==> src/rtl/mm2x2_sequencer.sv <==
`default_nettype none
// +------------------------------------------------------------------------+
// | Module      : mm2x2_sequencer                                          |
// | Description : Control FSM for a 2x2 matrix multiplier datapath. Walks |
// |               C[0][0], C[0][1], C[1][0], C[1][1]; for each element it |
// |               issues two MAC steps (k=0 with accumulator clear, then  |
// |               k=1), waits MUL_LAT cycles for the multiplier pipeline  |
// |               to drain, then writes the accumulator to the result     |
// |               register. A one-cycle done pulse follows the last write.|
// | Ports       : clk      - system clock, rising edge                    |
// |               mr       - asynchronous active-low master reset         |
// |               ce       - global enable, 0 holds all state             |
// |               start    - begin a multiply (sampled in IDLE only)      |
// |               abort    - cancel the current multiply, no done pulse   |
// |               busy     - 1 in ISSUE0/ISSUE1/DRAIN/WRITE               |
// |               done     - one-cycle pulse after C[1][1] is written     |
// |               row_i    - current result row (A row select)            |
// |               col_j    - current result column (B column select)      |
// |               k_idx    - inner index (A column / B row select)        |
// |               mac_vld  - product enters the datapath this cycle       |
// |               acc_clr  - with mac_vld: load product, do not add       |
// |               res_we   - write accumulator into result register       |
// |               res_addr - {row_i,col_j} write address                  |
// | Revision    : 1.0  initial release                                     |
// +------------------------------------------------------------------------+
module mm2x2_sequencer #(
   parameter int MUL_LAT = 1
) (
   input  logic       clk,
   input  logic       mr,
   input  logic       ce,
   input  logic       start,
   input  logic       abort,
   output logic       busy,
   output logic       done,
   output logic       row_i,
   output logic       col_j,
   output logic       k_idx,
   output logic       mac_vld,
   output logic       acc_clr,
   output logic       res_we,
   output logic [1:0] res_addr
);

   typedef enum logic [2:0] {
      S_IDLE   = 3'd0,
      S_ISSUE0 = 3'd1,
      S_ISSUE1 = 3'd2,
      S_DRAIN  = 3'd3,
      S_WRITE  = 3'd4,
      S_DONE   = 3'd5
   } state_t;

   // Last value of the drain counter before moving on to WRITE.
   localparam logic [1:0] c_drain_last = 2'(MUL_LAT - 1);

   state_t     state_q, state_d;
   logic       row_q, row_d;
   logic       col_q, col_d;
   logic [1:0] cnt_q, cnt_d;
   logic       k_q, k_d;
   logic       mac_q, mac_d;
   logic       clr_q, clr_d;
   logic       we_q, we_d;
   logic       done_q, done_d;
   logic       busy_q, busy_d;

   // Next-state logic. Outputs are registered from the next state so every
   // output is a flop (Moore) and lines up with the state it describes.
   always_comb begin
      state_d = state_q;
      row_d   = row_q;
      col_d   = col_q;
      cnt_d   = cnt_q;

      if (abort && (state_q != S_IDLE)) begin
         state_d = S_IDLE;
         row_d   = 1'b0;
         col_d   = 1'b0;
         cnt_d   = 2'd0;
      end else begin
         case (state_q)
            S_IDLE: begin
               // abort in IDLE suppresses start (abort wins).
               if (start && !abort) begin
                  state_d = S_ISSUE0;
                  row_d   = 1'b0;
                  col_d   = 1'b0;
               end
            end
            S_ISSUE0: state_d = S_ISSUE1;
            S_ISSUE1: begin
               state_d = S_DRAIN;
               cnt_d   = 2'd0;
            end
            S_DRAIN: begin
               if (cnt_q == c_drain_last) begin
                  state_d = S_WRITE;
                  cnt_d   = 2'd0;
               end else begin
                  cnt_d = cnt_q + 2'd1;
               end
            end
            S_WRITE: begin
               if ({row_q, col_q} == 2'b11) begin
                  state_d = S_DONE;
                  row_d   = 1'b0;
                  col_d   = 1'b0;
               end else begin
                  {row_d, col_d} = {row_q, col_q} + 2'd1;
                  state_d        = S_ISSUE0;
               end
            end
            S_DONE:  state_d = S_IDLE;
            default: begin
               state_d = S_IDLE;
               row_d   = 1'b0;
               col_d   = 1'b0;
               cnt_d   = 2'd0;
            end
         endcase
      end

      mac_d  = (state_d == S_ISSUE0) || (state_d == S_ISSUE1);
      clr_d  = (state_d == S_ISSUE0);
      k_d    = (state_d == S_ISSUE1);
      we_d   = (state_d == S_WRITE);
      done_d = (state_d == S_DONE);
      busy_d = (state_d == S_ISSUE0) || (state_d == S_ISSUE1) ||
               (state_d == S_DRAIN)  || (state_d == S_WRITE);
   end

   always_ff @(posedge clk or negedge mr) begin
      if (!mr) begin
         state_q <= S_IDLE;
         row_q   <= 1'b0;
         col_q   <= 1'b0;
         cnt_q   <= 2'd0;
         k_q     <= 1'b0;
         mac_q   <= 1'b0;
         clr_q   <= 1'b0;
         we_q    <= 1'b0;
         done_q  <= 1'b0;
         busy_q  <= 1'b0;
      end else if (ce) begin
         state_q <= state_d;
         row_q   <= row_d;
         col_q   <= col_d;
         cnt_q   <= cnt_d;
         k_q     <= k_d;
         mac_q   <= mac_d;
         clr_q   <= clr_d;
         we_q    <= we_d;
         done_q  <= done_d;
         busy_q  <= busy_d;
      end
   end

   // Strobes are masked while ce=0: the held state would otherwise repeat
   // its strobe every frozen cycle. They reappear once ce returns.
   assign mac_vld  = mac_q  & ce;
   assign acc_clr  = clr_q  & ce;
   assign res_we   = we_q   & ce;
   assign done     = done_q & ce;
   assign busy     = busy_q;
   assign row_i    = row_q;
   assign col_j    = col_q;
   assign k_idx    = k_q;
   assign res_addr = {row_q, col_q};

endmodule
`default_nettype wire
==> config.mk <==
export PLATFORM = sky130hd
export DESIGN_NAME = mm2x2_sequencer
export DESIGN_NICKNAME = d
export VERILOG_FILES = /design/src/rtl/mm2x2_sequencer.sv
export SDC_FILE = /design/constraint.sdc
export NUM_CORES = 1
export LEC_CHECK = 0
export CAP_MARGIN = 20
export CORE_MARGIN = 5
export CORE_UTILIZATION = 54
export DETAILED_ROUTE_END_ITERATION = 8
export PLACE_DENSITY_LB_ADDON = 0.2
export SETUP_SLACK_MARGIN = 0.5
export SLEW_MARGIN = 20
export SYNTH_ARGS = -nofsm -noshare
export SYNTH_HDL_FRONTEND = slang
export SYNTH_SLANG_ARGS = --single-unit
==> constraint.sdc <==
create_clock -name clk -period 2.8 [get_ports clk]
set_clock_uncertainty 0.15 [all_clocks]
set_input_delay 0.56 -clock clk [delete_from_list [all_inputs] [get_ports clk]]
set_output_delay 0.56 -clock clk [all_outputs]
set_load 0.005 [all_outputs]
==> implementation parameters <==
Parameter                              Value

Run status
  Result of the run ... finished clean

CTS
  Post-CTS Setup Repair Bufs ... 0
  CTS resizes ... 4
  Clock Sinks ... 13
  Total CTS buffers ... 3
  Cell at the root of the clock tree ... sky130_fd_sc_hd__clkbuf_4
  Clock-pin slew on the worst setup and hold paths ... 80 ps
  Worst-case clock buffer depth ... 2
  TritonCTS clock tree ... yes
  CTS HTree Levels ... 1
  Clock latency reported for the late side of the worst-skew pair ... approximately 280 ps
  CTS Hold Buffers Added ... 0

Global routing
  Vias in the first global route ... approximately 670
  Pin count of the biggest net entering global routing ... 15
  Initial antenna violation count ... 0
  GRT Resource Usage Total ... 0.1612
  Wire length of the first global-routing pass ... 3.091 mm
  Congestion Overflow GR ... 0

Placement
  Post-place setup slack ... 203.6 ps
  Weighted congestion reported at the end of routability-driven placement ... 0.7892
  Post-DP Area ... 948.4 um^2
  DPL Wire Length ... 1.262 mm
  Port bufs ... 14

Layout
  Number of nets in the layout ... 105
  Multi-input logic area ... 417.9 um^2
  Flip-flop and latch area ... 325.3 um^2
  Count of antenna diodes in the layout ... 0
  Number of fill cells ... roughly 130
  Design area ... 975.9 um^2
  Area grow syn2layout ... 18.18%
  Layout cell share with drive strength beyond 1 ... 0.1458
  Most frequent cells in the layout ... sky130_fd_sc_hd__dfrtp_1 (13), sky130_fd_sc_hd__clkdlybuf4s50_1 (13), sky130_fd_sc_hd__nor2_1 (8)
  Share of the core filled with cells in the final layout ... 0.6633

Floorplanning
  Starting utilization of the core area ... 0.5612
  Area inside the core boundary ... ~0.0015 mm^2
  Vert. Die Dim ... 49.11 um
  I/O pin count ... 15
  Num rows ... 14
  Total die area ... ~0.0024 mm^2
  Die width ... 49.11 um

Worst setup path
  Top delay family on crit path ... buffers and inverters
  Classification of the worst setup path ... input pin to primary output
  Endpoint class of the critical path ... primary output
  Largest driver fanout on the critical path ... 5
  CP peak stage delay ... roughly 500 ps
  Crit path arrival time ... 1550 ps
  Cell type of the slowest stage on the worst timing path ... sky130_fd_sc_hd__clkdlybuf4s50_1
  Buf+Inv Stages, Crit Path ... 3
  Critical path cell sequence ... clkdlybuf4s15_2 -> buf_4 -> and2_1 -> clkdlybuf4s50_1
  Setup crit start kind ... input pin
  Critical path required time ... between 2000 and 2500 ps

STA
  Setup tns final ... 0 ps
  Final worst-path cycle share ... 0.8074
  RSZ-0062 raised after global routing ... false
  Post-route minimum period ... between 2000 and 2500 ps
  Number of endpoints failing setup at the final stage ... 0
  Final hold slack ... 339.0 ps
  Slew headroom ... 0.6057
  Actual transition at the worst max-transition pin ... 589.6 ps
  Number of endpoints with negative hold slack in the final report ... 0
  Maximum clock frequency ... 442.3 MHz
  Total count of max-transition violations in the final report ... 0
  Final worst-path setup slack ... approximately 540 ps

Detailed routing
  Mean routed wirelength per cell ... about 15 um
  Number of nets still failing antenna checks after routing ... 0
  Final WL ... 1.703 mm
  Drt first pass iters ... 4
  Via density ... 5.991
  Number of DRC markers in iteration 0 ... 13
  Post-route DRC violation count ... 0
  Count of vias placed by the detailed router ... 671

Synthesis
  Avg Inst Size Synth ... 9.831 um^2
  Synthesized flop and latch total ... 13
  Synthesized instance count ... 84
  Ys Warns ... 0
  Fraction of the yosys area taken by sequential cells ... 0.3939
  Nets in the synthesized netlist ... 92
  Synth unique cells ... 35
  Area of the mapped netlist ... 825.8 um^2

Job
  Number of max-capacitance violations reported ... 0

Power and ir drop
  Power density cells ... approximately 450 mW/mm^2
  Leakage ... 0.4245 nW
  Worst VDD drop ... 0.2937 mV

Hold path
  Hold crit path type ... register to register
through the flow:
step,total power [mW],instances
after floorplan,0.2874,84
after global placement,0.3179,108
after detailed placement,0.3209,108
after CTS,0.4395,112
after global routing,0.4617,112
final,0.4382,112
routing by layer:
layer	track usage	vias up	part of all wire
li1	-	321	-
met1	0.2099	329	0.46
met2	0.2489	16	0.47
met3	0.02446	5	0.048
met4	0.09417	0	0.026
met5	0	-	0
path summary, 6_finish.rpt:
kind	to	depth (start not counted)	startpoint	slack [ps]
hold reg to reg	clr_q$_DFFE_PN0P_	1	clr_q$_DFFE_PN0P_	340
max in group asynchronous	col_j$_DFFE_PN0P_	1	mr	1620
min in group asynchronous	we_q$_DFFE_PN0P_	1	mr	490
hold / removal	clr_q$_DFFE_PN0P_	1	clr_q$_DFFE_PN0P_	340
setup / recovery	acc_clr	4	ce	540
setup reg to reg	row_i$_DFFE_PN0P_	4	state_q[2]$_DFFE_PN0P_	1030
flip-flops by register name, summed over array words and instances (netlist names):
name / count
mac_q: 1
col_j: 1
row_i: 1
k_idx: 1
we_q: 1
cnt_q: 2
busy: 1
state_q: 3
clr_q: 1
done_q: 1
synthesized netlist by cell type:
cell	n	area share
sky130_fd_sc_hd__nor2_1	8	0.036
sky130_fd_sc_hd__nand3b_1	1	0.0091
sky130_fd_sc_hd__ha_1	3	0.045
sky130_fd_sc_hd__a21oi_1	1	0.0061
sky130_fd_sc_hd__dfrtp_1	13	0.39
sky130_fd_sc_hd__a2111oi_0	1	0.011
sky130_fd_sc_hd__nor4_1	1	0.0076
sky130_fd_sc_hd__o22ai_1	1	0.0076
sky130_fd_sc_hd__inv_1	8	0.036
sky130_fd_sc_hd__a211oi_1	1	0.0091
sky130_fd_sc_hd__mux2_2	2	0.027
sky130_fd_sc_hd__a21oi_2	1	0.011
sky130_fd_sc_hd__buf_6	1	0.014
sky130_fd_sc_hd__a21o_1	4	0.036
sky130_fd_sc_hd__o2111a_1	1	0.014
sky130_fd_sc_hd__o21ai_1	2	0.012
sky130_fd_sc_hd__buf_2	3	0.018
sky130_fd_sc_hd__o2bb2ai_1	1	0.011
sky130_fd_sc_hd__nand4b_1	1	0.011
sky130_fd_sc_hd__nand2b_1	1	0.0076
sky130_fd_sc_hd__a32o_1	2	0.024
sky130_fd_sc_hd__nor2_4	1	0.014
sky130_fd_sc_hd__a221oi_4	1	0.032
sky130_fd_sc_hd__o21ai_0	3	0.018
sky130_fd_sc_hd__and2_1	3	0.023
sky130_fd_sc_hd__o211ai_1	2	0.018
sky130_fd_sc_hd__mux2_1	2	0.027
sky130_fd_sc_hd__nand2_1	3	0.014
sky130_fd_sc_hd__nor3_1	4	0.024
sky130_fd_sc_hd__a221oi_2	1	0.018
sky130_fd_sc_hd__buf_4	3	0.027
sky130_fd_sc_hd__and3_2	1	0.0091
sky130_fd_sc_hd__nand4bb_1	1	0.014
sky130_fd_sc_hd__clkbuf_1	1	0.0045
sky130_fd_sc_hd__xnor2_1	1	0.011
worst reg2reg max path: cells and delay by family, from the launching register on:
kind,cells,cell delay [ps]
DFF,1,650
AOI/OAI and AO/OA,2,390
muxes,1,330
and+or+nand+nor,1,130
where the power goes:
group / switching (mW) / total, mW / internal (mW)
combinational: 0.0501 / 0.0991 / 0.0490
sequential: 0.0185 / 0.218 / 0.200
clock: 0.0653 / 0.121 / 0.0554
kinds of logic after synthesis:
family,count (synthesis),synth area share
compound gates,22,0.2273
xor+xnor,1,0.01061
fa+ha+maj,3,0.04546
simple gates,25,0.1682
flops,13,0.3939
buf+inv,16,0.09999
mux,4,0.05454
cell type report:
cell class,instances,area share
inverters,8,0.03077
well taps,16,0.02051
clock buffers,4,0.02692
repair buffers,16,0.1603
multi-input cells,55,0.4282
flip-flops and latches,13,0.3333
Note: power is estimated with default switching activity, not from simulation.
